===== src/rtl/host_wg_responder.sv =====
// host_wg_responder: accepts work-group descriptors from the host, queues them
// for the workgroup allocator in strict order, and returns completed work-group
// IDs to the host in completion-arrival order. New requests are throttled on the
// in-flight count so that the completion queue can never overflow.
module host_wg_responder #(
  parameter int WG_ID_WIDTH  = 5,
  parameter int DESC_WIDTH   = 256,
  parameter int REQ_DEPTH    = 4,
  parameter int MAX_INFLIGHT = 8,
  parameter int CPL_DEPTH    = 8
) (
  input  logic                             clk,
  input  logic                             rst_n,
  input  logic                             host_req_valid_i,
  output logic                             host_req_ready_o,
  input  logic [WG_ID_WIDTH-1:0]           host_req_wg_id_i,
  input  logic [DESC_WIDTH-1:0]            host_req_desc_i,
  output logic                             disp_valid_o,
  input  logic                             disp_ready_i,
  output logic [WG_ID_WIDTH-1:0]           disp_wg_id_o,
  output logic [DESC_WIDTH-1:0]            disp_desc_o,
  input  logic                             done_valid_i,
  input  logic [WG_ID_WIDTH-1:0]           done_wg_id_i,
  output logic                             host_rsp_valid_o,
  input  logic                             host_rsp_ready_i,
  output logic [WG_ID_WIDTH-1:0]           host_rsp_inflight_wg_buffer_host_wf_done_wg_id_o,
  output logic [$clog2(MAX_INFLIGHT+1)-1:0] inflight_cnt_o,
  output logic                             err_o
);

  localparam int RPW = $clog2(REQ_DEPTH);
  localparam int CPW = $clog2(CPL_DEPTH);
  localparam int CW  = $clog2(MAX_INFLIGHT + 1);
  localparam logic [CW-1:0] MAX_INF_C = CW'(MAX_INFLIGHT);

  // Request queue storage and pointers (extra MSB is the wrap bit)
  logic [WG_ID_WIDTH-1:0] req_id_mem_r   [REQ_DEPTH];
  logic [DESC_WIDTH-1:0]  req_desc_mem_r [REQ_DEPTH];
  logic [RPW:0]           req_wr_ptr_r;
  logic [RPW:0]           req_rd_ptr_r;

  // Completion queue storage and pointers
  logic [WG_ID_WIDTH-1:0] cpl_id_mem_r [CPL_DEPTH];
  logic [CPW:0]           cpl_wr_ptr_r;
  logic [CPW:0]           cpl_rd_ptr_r;

  logic [CW-1:0]          inflight_r;
  logic                   err_r;

  logic                   req_full_s;
  logic                   req_empty_s;
  logic                   cpl_full_s;
  logic                   cpl_empty_s;
  logic                   req_push_s;
  logic                   req_pop_s;
  logic                   cpl_push_s;
  logic                   cpl_pop_s;
  logic [CPW:0]           cpl_occ_s;
  logic [31:0]            inflight_ext_s;
  logic [31:0]            cpl_occ_ext_s;
  logic                   no_pending_s;

  assign req_full_s  = (req_wr_ptr_r[RPW] != req_rd_ptr_r[RPW]) &&
                       (req_wr_ptr_r[RPW-1:0] == req_rd_ptr_r[RPW-1:0]);
  assign req_empty_s = (req_wr_ptr_r == req_rd_ptr_r);
  assign cpl_full_s  = (cpl_wr_ptr_r[CPW] != cpl_rd_ptr_r[CPW]) &&
                       (cpl_wr_ptr_r[CPW-1:0] == cpl_rd_ptr_r[CPW-1:0]);
  assign cpl_empty_s = (cpl_wr_ptr_r == cpl_rd_ptr_r);

  // Ready depends only on registered state, never on the host's valid
  assign host_req_ready_o = !req_full_s && (inflight_r < MAX_INF_C);
  assign disp_valid_o     = !req_empty_s;
  assign host_rsp_valid_o = !cpl_empty_s;
  assign disp_wg_id_o     = req_id_mem_r[req_rd_ptr_r[RPW-1:0]];
  assign disp_desc_o      = req_desc_mem_r[req_rd_ptr_r[RPW-1:0]];
  assign host_rsp_inflight_wg_buffer_host_wf_done_wg_id_o = cpl_id_mem_r[cpl_rd_ptr_r[CPW-1:0]];
  assign inflight_cnt_o   = inflight_r;
  assign err_o            = err_r;

  assign req_push_s = host_req_valid_i && host_req_ready_o;
  assign req_pop_s  = disp_valid_o && disp_ready_i;
  assign cpl_push_s = done_valid_i && !cpl_full_s;
  assign cpl_pop_s  = host_rsp_valid_o && host_rsp_ready_i;

  // Pending completions = inflight - completion occupancy; none pending means a
  // done pulse is unexpected (<= also catches a queue already holding spurious entries)
  assign cpl_occ_s      = cpl_wr_ptr_r - cpl_rd_ptr_r;
  assign inflight_ext_s = {{(32-CW){1'b0}}, inflight_r};
  assign cpl_occ_ext_s  = {{(32-CPW-1){1'b0}}, cpl_occ_s};
  assign no_pending_s   = (inflight_ext_s <= cpl_occ_ext_s);

  // Request queue: write on host accept, advance read on allocator handshake
  always_ff @(posedge clk or negedge rst_n) begin
    if (!rst_n) begin
      req_wr_ptr_r <= '0;
      req_rd_ptr_r <= '0;
      for (int i = 0; i < REQ_DEPTH; i++) begin
        req_id_mem_r[i]   <= '0;
        req_desc_mem_r[i] <= '0;
      end
    end else begin
      if (req_push_s) begin
        req_id_mem_r[req_wr_ptr_r[RPW-1:0]]   <= host_req_wg_id_i;
        req_desc_mem_r[req_wr_ptr_r[RPW-1:0]] <= host_req_desc_i;
        req_wr_ptr_r <= req_wr_ptr_r + 1'b1;
      end
      if (req_pop_s) begin
        req_rd_ptr_r <= req_rd_ptr_r + 1'b1;
      end
    end
  end

  // Completion queue: capture done pulses, advance read on host handshake
  always_ff @(posedge clk or negedge rst_n) begin
    if (!rst_n) begin
      cpl_wr_ptr_r <= '0;
      cpl_rd_ptr_r <= '0;
      for (int i = 0; i < CPL_DEPTH; i++) begin
        cpl_id_mem_r[i] <= '0;
      end
    end else begin
      if (cpl_push_s) begin
        cpl_id_mem_r[cpl_wr_ptr_r[CPW-1:0]] <= done_wg_id_i;
        cpl_wr_ptr_r <= cpl_wr_ptr_r + 1'b1;
      end
      if (cpl_pop_s) begin
        cpl_rd_ptr_r <= cpl_rd_ptr_r + 1'b1;
      end
    end
  end

  // In-flight count: up on accept, down on response, unchanged when both;
  // never wraps below zero if a spurious completion is returned
  always_ff @(posedge clk or negedge rst_n) begin
    if (!rst_n) begin
      inflight_r <= '0;
    end else if (req_push_s && !cpl_pop_s) begin
      inflight_r <= inflight_r + 1'b1;
    end else if (cpl_pop_s && !req_push_s && (inflight_r != '0)) begin
      inflight_r <= inflight_r - 1'b1;
    end else begin
      inflight_r <= inflight_r;
    end
  end

  // Sticky error on a dropped or unexpected completion pulse
  always_ff @(posedge clk or negedge rst_n) begin
    if (!rst_n) begin
      err_r <= 1'b0;
    end else if (done_valid_i && (cpl_full_s || no_pending_s)) begin
      err_r <= 1'b1;
    end else begin
      err_r <= err_r;
    end
  end

endmodule

===== config.mk =====
export PLATFORM = sky130hd
export DESIGN_NAME = host_wg_responder
export DESIGN_NICKNAME = d
export VERILOG_FILES = /design/src/rtl/host_wg_responder.sv
export SDC_FILE = /design/constraint.sdc
export NUM_CORES = 1
export LEC_CHECK = 0
export BUFFER_PORTS_ARGS = -buffer_cell sky130_fd_sc_hd__buf_4
export CAP_MARGIN = 20
export CORE_ASPECT_RATIO = 1.25
export CORE_MARGIN = 10
export CORE_UTILIZATION = 50
export CTS_BUF_LIST = sky130_fd_sc_hd__clkbuf_8
export DETAILED_ROUTE_END_ITERATION = 10
export HOLD_SLACK_MARGIN = 0.1
export PLACE_DENSITY = 0.7
export SLEW_MARGIN = 30
export SYNTH_ARGS = -nofsm -noshare
export SYNTH_HDL_FRONTEND = slang
export SYNTH_SLANG_ARGS = --single-unit

===== constraint.sdc =====
create_clock -name clk -period 3.19 [get_ports clk]
set_input_delay 0.319 -clock clk [delete_from_list [all_inputs] [get_ports clk]]
set_output_delay 0.319 -clock clk [all_outputs]
set_load 0.05 [all_outputs]

==> impl_metrics.py <==
metrics = {
    "run_status": {
        "status": "finished clean",
    },
    "logic_synthesis": {
        "yosysSeqAreaShare_pct": 58.06,
        "synth_area_leaders": "dfrtp_1 (58%), mux2_2 (25%), mux4_2 (13%)",
        "async_flop_share_pct": 100.0,
        "synth_most_common_cell": "dfrtp_1",
        "synth_commonest_cells": "dfrtp_1 (1,103), mux2_2 (1,046), mux4_2 (271), buf_2 (79), clkbuf_1 (57)",
        "yosys_warnings": 0,
        "synth_edf_count": 0,
        "ys_ff_latch": 1103,
        "synth.top_cell.area_share_pct": 58.06,
        "synth.distinct_cells": 30,
        "synthFlopType": "dfrtp_1",
        "synth.avg_cell_area_um2": 17.22,
        "netlist_area_um2": 47540,
        "post-synth-top-area-cell": "dfrtp_1",
        "syn_inst": 2760,
        "syn_nets": 3050,
    },
    "setup_path": {
        "cp_data_required_time_ns": 2.87,
        "start_kind": "register",
        "r2r_slack_ns": 0.33,
        "cp_common_cell": "buf_16",
        "reg2reg_from": "cpl_rd_ptr_r[2]$_DFFE_PN0P_",
        "crit_family": "buffers and inverters",
        "r2r_cells": 11,
        "cp_slowest_cell": "dfrtp_4",
        "critPathKind": "register to output pin",
        "critical_path_buf_inv_count": 3,
        "critPathArrivalTime_ns": 2.76,
        "r2r-end": "inflight_cnt_o[3]$_DFFE_PN0P_",
        "cp_max_fo": 65,
        "cpPeakStageDelay_ns": 0.44,
        "crit_chain": "buf_16, buf_16, mux4_2, buf_4",
        "end_kind": "output pin",
    },
    "timing": {
        "period_share_pct": 96.48,
        "finalSetupViolCount": 0,
        "min_period_ns": 3.078,
        "fmax_mhz": 324.9,
        "finalSetupTns_ns": 0,
        "worst_pin_slew_ns": 0.7360,
        "report.final.slew_viol_count": 0,
        "final-hold-violation-count": 0,
        "slew_headroom_pct": 50.93,
        "rsz0062_at_grt": "true",
        "fin_skew_ns": 0.03483,
    },
    "drt": {
        "wl_mm": 124.4,
        "drtPass1Iterations": 5,
        "ant_nets": 0,
        "drc": 0,
        "via_count": 28300,
        "drtIter0Drc": 1296,
        "vias_per_cell": 5.618,
        "wl_per_cell_um": 24.70,
    },
    "floorplanning": {
        "io_pins": 546,
        "die_area_um2": 107900,
        "die_w_um": 295.8,
        "coreArea_um2": 94430,
        "fp.dieH_um": 364.8,
        "initial_core_util_pct": 50.34,
        "rows": 126,
    },
    "global_route": {
        "antenna_found_initial": 24,
        "grt_max_degree": 141,
        "grt-ovfl-total": 0,
        "gr-usage-all-layers_pct": 23.12,
        "grt_pass1_vias": 32670,
        "grt_pass1_wl_mm": 192.2,
    },
    "cts": {
        "cts_sinks": 1103,
        "cts_max_path_buffers": 3,
        "clk_pin_slew_ns": 0.06,
        "cts-buffers-inserted": 174,
        "htreeDepth": 4,
        "cts_tree": "done",
        "worstSkewPairLatency_ns": 0.81,
        "root_buffer": "clkbuf_8",
    },
    "placement": {
        "dp_cells": 4435,
        "dp_hpwl_mm": 81.89,
        "port_buffers": 545,
        "gp_congestion": 0.7944,
        "post_dp_cell_area_um2": 53690,
    },
    "final_layout": {
        "final_core_util_pct": 63.84,
        "stdcell_area_um2": 60290,
        "layout.nets": 3964,
        "drive_gt1_share_pct": 58.35,
        "layout.cells.non_filler": 5037,
        "syn2layout_area_growth_pct": 26.81,
    },
    "worst_hold_path": {
        "holdCritPathClass": "primary input to asynchronous set/reset pin",
    },
    "run": {
        "cap_viol_max_count": 0,
    },
}
[how the worst max path moves through the flow]
stage / end / depth (start not counted) / slack, ns / from
detailed placement: inflight_cnt_o[3]$_DFFE_PN0P_ / 11 / 0.34 / cpl_rd_ptr_r[2]$_DFFE_PN0P_
global placement: inflight_cnt_o[3]$_DFFE_PN0P_ / 11 / 0.44 / cpl_rd_ptr_r[2]$_DFFE_PN0P_
floorplan: inflight_cnt_o[3]$_DFFE_PN0P_ / 12 / 0.36 / cpl_rd_ptr_r[1]$_DFFE_PN0P_
CTS: disp_desc_o[140] / 4 / -0.08 / req_rd_ptr_r[0]$_DFFE_PN0P_
global route: disp_desc_o[113] / 4 / -0.003 / req_rd_ptr_r[0]$_DFFE_PN0P_
finish: disp_desc_o[244] / 4 / 0.11 / req_rd_ptr_r[1]$_DFFE_PN0P_
[cell families after synthesis]
kind of cell | after synthesis | share of synthesized area [%]
compound gates | 22 | 0.3369
xor+xnor | 19 | 0.3500
fa+ha+maj | 18 | 0.5053
buf+inv | 188 | 1.692
flops | 1103 | 58.06
mux | 1357 | 38.56
simple gates | 53 | 0.4948
[final cells by class]
type / count / area, µm²
fillers: 6703 / 34150
well taps: 1216 / 1521
flip-flops and latches: 1103 / 27610
repair buffers: 915 / 8364
diodes: 18 / 45.04
inverters: 11 / 41.29
clock inverters: 82 / 478.0
clock buffers: 223 / 3069
multi-input cells: 1469 / 19160
[routing by layer]
metal	GRT usage (%)	up-vias	wire (µm)
li1	-	12220	-
met1	27.63	15080	48460
met2	39.37	761	64010
met3	6.495	227	8096
met4	8.848	12	3791
met5	0	-	63
[flip-flops by register name (all words and copies together) (netlist names)]
name and flops:
cpl_id_mem_r 40, cpl_rd_ptr_r 4, cpl_wr_ptr_r 4, err_o 1
inflight_cnt_o 4, req_desc_mem_r 1024, req_id_mem_r 20, req_rd_ptr_r 3
req_wr_ptr_r 3
[cell usage in the layout, fill, tap and decap left out, types with 3 or more instances in the layout]
| cell type | netlist | final |
|---|---|---|
| nand3_1 | 5 | 5 |
| inv_6 | 0 | 3 |
| nand2_1 | 33 | 30 |
| inv_8 | 0 | 3 |
| a21o_1 | 3 | 3 |
| buf_12 | 0 | 41 |
| dlygate4sd3_1 | 0 | 271 |
| mux2_2 | 1046 | 1046 |
| ha_1 | 16 | 16 |
| inv_1 | 11 | 65 |
| xnor2_1 | 17 | 17 |
| clkinvlp_4 | 0 | 4 |
| nand4_1 | 3 | 3 |
| buf_6 | 0 | 7 |
| mux4_2 | 271 | 271 |
| o21ai_0 | 7 | 7 |
| mux2_1 | 40 | 40 |
| clkbuf_8 | 0 | 223 |
| nand2_4 | 0 | 3 |
| clkinv_2 | 0 | 12 |
| dfrtp_1 | 1103 | 1101 |
| diode_2 | 0 | 18 |
| o21a_1 | 4 | 4 |
| nor2b_1 | 3 | 3 |
| buf_4 | 0 | 582 |
| nor2_1 | 4 | 4 |
| buf_16 | 0 | 11 |
[timing repair]
item | 4_1_cts | 5_1_grt
pin swaps | 0 | 0
endpoints found under the hold margin | 1820 | 0
hold buffers | 272 | 0
setup endpoints to repair | 202 | 42
gates resized for setup | 12 | 10
gates cloned | 6 | 0
setup buffers | 1 | 0
[through the flow]
| step | setup WS, ns | hold slack (ns) |
|---|---|---|
| global route | -0.002503 | 0.2121 |
| floorplan | 0.3620 | 0.02341 |
| global placement | 0.4355 | 0.3087 |
| finish | 0.1123 | 0.2458 |
| detailed placement | 0.3379 | 0.3079 |
| CTS | -0.08060 | 0.1811 |
[worst reg2reg max path: stages (launching register included)]
cell,delay (ns)
dfrtp_1,0.47
inv_1,0.15
ha_1,0.36
nand3_1,0.16
o21ai_0,0.28
nand2_1,0.17
ha_1,0.31
a21o_1,0.16
a21oi_1,0.25
nor2_1,0.08
a22oi_1,0.22
o31ai_1,0.10
Power is left out: the tool's default activity adds up to more than one toggle a clock period on the data nets, which glitch-free logic cannot reach.
